File: config.mk
export PLATFORM = sky130hd
export DESIGN_NAME = tape_buf_fetch
export DESIGN_NICKNAME = d
export VERILOG_FILES = /design/src/rtl/tape_buf_fetch.sv
export SDC_FILE = /design/constraint.sdc
export NUM_CORES = 1
export LEC_CHECK = 0
export CELL_PAD_IN_SITES_DETAIL_PLACEMENT = 1
export CELL_PAD_IN_SITES_GLOBAL_PLACEMENT = 1
export CORE_ASPECT_RATIO = 0.75
export CORE_MARGIN = 5
export CORE_UTILIZATION = 49
export CTS_CLUSTER_SIZE = 30
export DETAILED_ROUTE_END_ITERATION = 10
export PLACE_DENSITY = 0.82
export REMOVE_ABC_BUFFERS = 1
export SLEW_MARGIN = 20
export SYNTH_ARGS = -nofsm -noshare
export SYNTH_HDL_FRONTEND = slang
export SYNTH_SLANG_ARGS = --single-unit
File: constraint.sdc
create_clock -name clk_sys -period 5.1 [get_ports clk_sys]
set_clock_uncertainty 0.05 [all_clocks]
set_input_delay 0.765 -clock clk_sys [delete_from_list [all_inputs] [get_ports clk_sys]]
set_output_delay 0.765 -clock clk_sys [all_outputs]
set_load 0.1 [all_outputs]
File: src/rtl/tape_buf_fetch.sv
// Byte server between the tape player's buffer port and an SDRAM arbiter port.
// Generates the player's rd_en slot strobe and caches one aligned line of the tape image.
module tape_buf_fetch #(
  parameter int unsigned LINE_LG2  = 3,
  parameter logic [24:0] BASE_ADDR = 25'h0
) (
  input  logic        clk_sys,
  input  logic        reset,
  input  logic        flush_i,
  output logic        rd_en_o,
  input  logic        rd_i,
  input  logic [24:0] addr_i,
  output logic [7:0]  din_o,
  output logic        mem_req_o,
  output logic [24:0] mem_addr_o,
  input  logic        mem_ack_i,
  input  logic [7:0]  mem_data_i,
  output logic        busy_o
);

  localparam int unsigned LineBytes = 2 ** LINE_LG2;
  localparam int unsigned TagW      = 25 - LINE_LG2;

  typedef enum logic [1:0] {StLow1, StLow2, StSense, StFill} state_e;

  state_e               state_q, state_d;
  logic [TagW-1:0]      tag_q, tag_d, req_tag_q, req_tag_d;
  logic [LINE_LG2-1:0]  req_off_q, req_off_d, off_q, off_d;
  logic                 valid_q, valid_d;
  logic                 rd_en_q, rd_en_d;
  logic                 mem_req_q, mem_req_d;
  logic                 dirty_q, dirty_d;
  logic [24:0]          mem_addr_q, mem_addr_d;
  logic [7:0]           din_q, din_d;
  logic [7:0]           line_q [LineBytes];
  logic                 line_we;

  logic [TagW-1:0]      addr_tag;
  logic [LINE_LG2-1:0]  addr_off;
  logic                 hit, ack_ok, discard, last_ack;

  assign addr_tag = addr_i[24:LINE_LG2];
  assign addr_off = addr_i[LINE_LG2-1:0];
  assign hit      = valid_q && !flush_i && (tag_q == addr_tag);
  assign ack_ok   = mem_req_q && mem_ack_i;
  // Data of a request that was in flight while flush was seen is stale.
  assign discard  = dirty_q || flush_i;
  assign last_ack = (state_q == StFill) && ack_ok && !discard && (off_q == '1);

  // State register
  always_ff @(posedge clk_sys) begin
    if (reset) begin
      state_q <= StLow1;
    end else begin
      state_q <= state_d;
    end
  end

  // Next-state logic
  always_comb begin
    state_d = state_q;
    unique case (state_q)
      StLow1:  state_d = StLow2;
      StLow2:  state_d = StSense;
      StSense: state_d = !rd_i ? StLow1 : (hit ? StLow1 : StFill);
      StFill:  if (last_ack) state_d = StLow1;
      default: state_d = StLow1;
    endcase
  end

  // Output logic
  always_comb begin
    busy_o     = (state_q == StFill);
    rd_en_o    = rd_en_q;
    din_o      = din_q;
    mem_req_o  = mem_req_q;
    mem_addr_o = mem_addr_q;
  end

  // Datapath next-state
  always_comb begin
    tag_d      = tag_q;
    req_tag_d  = req_tag_q;
    req_off_d  = req_off_q;
    off_d      = off_q;
    valid_d    = flush_i ? 1'b0 : valid_q;
    rd_en_d    = (state_d == StSense) || (state_d == StFill);
    mem_req_d  = mem_req_q;
    dirty_d    = dirty_q;
    mem_addr_d = mem_addr_q;
    din_d      = din_q;
    line_we    = 1'b0;
    case (state_q)
      StSense: begin
        if (rd_i) begin
          if (hit) begin
            din_d = line_q[addr_off];
          end else begin
            req_tag_d  = addr_tag;
            req_off_d  = addr_off;
            off_d      = '0;
            dirty_d    = 1'b0;
            mem_req_d  = !flush_i;
            mem_addr_d = BASE_ADDR + {addr_tag, {LINE_LG2{1'b0}}};
          end
        end
      end
      StFill: begin
        dirty_d = dirty_q || flush_i;
        if (ack_ok) begin
          if (discard) begin
            mem_req_d  = 1'b0;
            off_d      = '0;
            mem_addr_d = BASE_ADDR + {req_tag_q, {LINE_LG2{1'b0}}};
          end else begin
            line_we    = 1'b1;
            off_d      = off_q + 1'b1;
            mem_addr_d = mem_addr_q + 25'd1;
            if (off_q == '1) begin
              mem_req_d = 1'b0;
              valid_d   = 1'b1;
              tag_d     = req_tag_q;
              // The last byte is not yet in the line array on this edge.
              din_d     = (req_off_q == '1) ? mem_data_i : line_q[req_off_q];
            end
          end
        end else if (!mem_req_q && !flush_i) begin
          mem_req_d  = 1'b1;
          dirty_d    = 1'b0;
          off_d      = '0;
          mem_addr_d = BASE_ADDR + {req_tag_q, {LINE_LG2{1'b0}}};
        end
      end
      default: ;
    endcase
  end

  always_ff @(posedge clk_sys) begin
    if (reset) begin
      tag_q      <= '0;
      req_tag_q  <= '0;
      req_off_q  <= '0;
      off_q      <= '0;
      valid_q    <= 1'b0;
      rd_en_q    <= 1'b0;
      mem_req_q  <= 1'b0;
      dirty_q    <= 1'b0;
      mem_addr_q <= '0;
      din_q      <= '0;
    end else begin
      tag_q      <= tag_d;
      req_tag_q  <= req_tag_d;
      req_off_q  <= req_off_d;
      off_q      <= off_d;
      valid_q    <= valid_d;
      rd_en_q    <= rd_en_d;
      mem_req_q  <= mem_req_d;
      dirty_q    <= dirty_d;
      mem_addr_q <= mem_addr_d;
      din_q      <= din_d;
    end
  end

  // Line contents are qualified by valid_q, so no reset is needed.
  always_ff @(posedge clk_sys) begin
    if (line_we) begin
      line_q[off_q] <= mem_data_i;
    end
  end

endmodule
==> impl_metrics.ini <==
[layout]
fin_cells = 972
n_antenna_cell = 0
drive_gt1_frac = 0.117
nets = 795
final_util = 0.590
area_growth_pct = 19.0

[yosys]
yosys-top-cells-area = edfxtp_1, dfxtp_1, mux4_2, mux2i_1, a21oi_1
synth-adder-area-share = 0.00501
yosysSeqAreaShare = 0.499
synth_seq_cells = 155
yosysMostFrequentCell = dfxtp_1
synth_top_family_by_area = simple AND/OR/NAND/NOR gates
synthMuxAreaShare = 0.142
synth_enable_flop_cells = 64
synth_xor_area_frac = 0.0304
synthDistinctLibCells = 57
synth_compound_area_frac = 0.138
synth.top_cells.by_count = dfxtp_1, nand2_1, nor2_1
yosys.area.top_type = edfxtp_1
synth.top_cell.area_share = 0.256
synth_warnings = 0
synthSimpleGateAreaFrac = 0.151
synthesis.area_um2 = 7500
syn_inst = 698
syn_area_per_cell_um2 = 10.7
synth-async-reset-ratio = 0
synth_flop_cell = dfxtp_1

[timing]
hold_viol = 0
fmax_mhz = 282
finalMaxSlewViolations = 0
whs_ns = 0.421
finalSetupTns_ns = 0
relSlewSlack = 0.192
tightestPinTransition_ns = 1.18
post-route-period-util = 0.694
worst_slack_ns = 1.56
finalCriticalPeriod_ns = 3.54
grt_setup_unrepaired = no
finalSetupViolCount = 0

[clocking]
clockBufferDepth = 2
clock_latency_ns = 0.43
cts_sinks = 155
cts_buffers = 17
cts_tree = done
path_clk_slew_ns = 0.06
postCtsResizedCells = 0
root_buffer = clkbuf_16
cts_setup_buffers = 0
cts_hold_buf = 0
h-tree-depth = 4

[die]
start_util = 0.496
core_area_um2 = 15100
rows = 39
die_w_um = 153
die_h_um = 117
io_pins = 74
die_area_um2 = 17900

[global_route]
overflow = 0
antenna_found_initial = 0
grt_max_degree = 47
grt_usage = 0.265
grt_pass1_wl_mm = 36.5
grt_pass1_vias = 6377

[routing]
wire_per_inst_um = 23.9
drt_iter0_markers = 542
wl_mm = 23.2
ant_nets = 0
dr.pass1.iters = 7
num_vias = 6093
via_per_inst = 6.27
drc = 0

[hold_path]
hold_path_class = flip-flop to flip-flop
worstHoldStart = din_o[1]
hold_depth = 2
min_to = din_o[1]

[critical_path]
rr_startpoint = state_q[1]
start_kind = primary input
worst-path-max-fanout = 44
critical_path_required_ns = 5.35
r2r_slack_ns = 1.84
reg2reg_to = din_o[0]
ff2ff_path_depth = 7
crit_type = primary input to flip-flop
crit_arrival_ns = 3.79
critPathCaptureType = flip-flop

[power_and_ir_drop]
p_leak_nw = 2.95
peakVddDrop_mv = 0.229
powerDensity_nw_per_um2 = 327

[placed_design]
hpwl_mm = 15.3
gp_congestion = 0.774
pre_cts_ws_ns = 1.16
numPortBuffers = 73
numPlacedInstances = 940

[outcome]
status = complete, no violations

[job]
maxCapViolCount = 0
-- placed cells by master (no fill, tap or decap), types with 10 or more instances in the layout --
| cell type | instances |
|---|---|
| buf_4 | 17 |
| nor2_1 | 70 |
| clkbuf_16 | 17 |
| nand2_1 | 72 |
| nand3_1 | 14 |
| and3_1 | 11 |
| mux2i_1 | 34 |
| o21ai_1 | 11 |
| nand2b_1 | 15 |
| edfxtp_1 | 64 |
| a21oi_1 | 58 |
| dfxtp_1 | 91 |
| mux4_2 | 32 |
| xor2_1 | 17 |
| clkdlybuf4s50_1 | 71 |
| a211oi_1 | 10 |
| o21ai_0 | 23 |
-- metrics by stage --
| stage | cell area [um^2] | total power [mW] |
|---|---|---|
| final | 8920 | 2.91 |
| after global routing | 8920 | 3.01 |
| after CTS | 8920 | 2.93 |
| after detailed placement | 8350 | 1.69 |
| after global placement | 8350 | 1.68 |
| after floorplan | 7250 | 1.56 |
-- worst max-delay path by stage --
stage	from	endpoint	slack [ns]
6_report	flush_i	mem_addr_o[7]	1.56
4_1_cts	flush_i	mem_addr_o[24]	1.57
2_1_floorplan	state_q[1]	line_q[0][0]	0.20
5_1_grt	flush_i	mem_addr_o[24]	1.38
3_3_place_gp	addr_i[6]	mem_addr_o[6]	1.27
3_5_place_dp	flush_i	mem_addr_o[24]	1.16
-- critical path: stages --
cell and delay, ns:
clkdlybuf4s50_1 0.51, nand2b_1 0.27, or4_4 0.52, or4_4 0.51, o21bai_4 0.83, nor2b_1 0.29, nor3_2 0.07
-- report_power, final --
group / internal, mW / total, mW / leakage (nW) / switching (mW)
sequential: 1.31 / 1.34 / 1.31 / 0.0331
clock: 0.731 / 1.24 / 0.266 / 0.507
combinational: 0.115 / 0.333 / 1.37 / 0.218
total: 2.16 / 2.91 / 2.95 / 0.758
-- flip-flops by register name, summed over array words and instances (netlist names), named ones only --
signal,flops
din_o,8
dirty_q,1
line_q,64
mem_addr_o,25
mem_req_o,1
off_q,3
req_off_q,3
req_tag_q,22
state_q,2
tag_q,22
valid_q,1
-- metal layers --
layer  track usage  vias to the layer above  wire [um]
met5             0                        -          0
met4        0.0754                        0        306
met3        0.0647                       39       1620
met2         0.435                      243      11000
met1         0.357                     3103      10300
li1              -                     2708          -
-- layout make-up --
cell class	count	area, um^2
Fill cell	1596	6210
Sequential cell	155	3740
Multi-Input combinational cell	489	3500
Timing Repair Buffer	88	838
Clock buffer	21	450
Tap cell	205	256
Clock inverter	11	120
Inverter	3	11.3
-- logic make-up (layout without fill, tap and decap cells) --
| family | after synthesis | after routing |
|---|---|---|
| buffers and inverters | 54 | 123 |
| muxes | 66 | 66 |
| AOI/OAI and AO/OA | 160 | 160 |
| DFF | 155 | 155 |
| and+or+nand+nor | 234 | 234 |
| adders and majority gates | 3 | 3 |
| xor gates and xnor gates | 26 | 26 |
No activity file was read; power rests on OpenSTA's default activity.
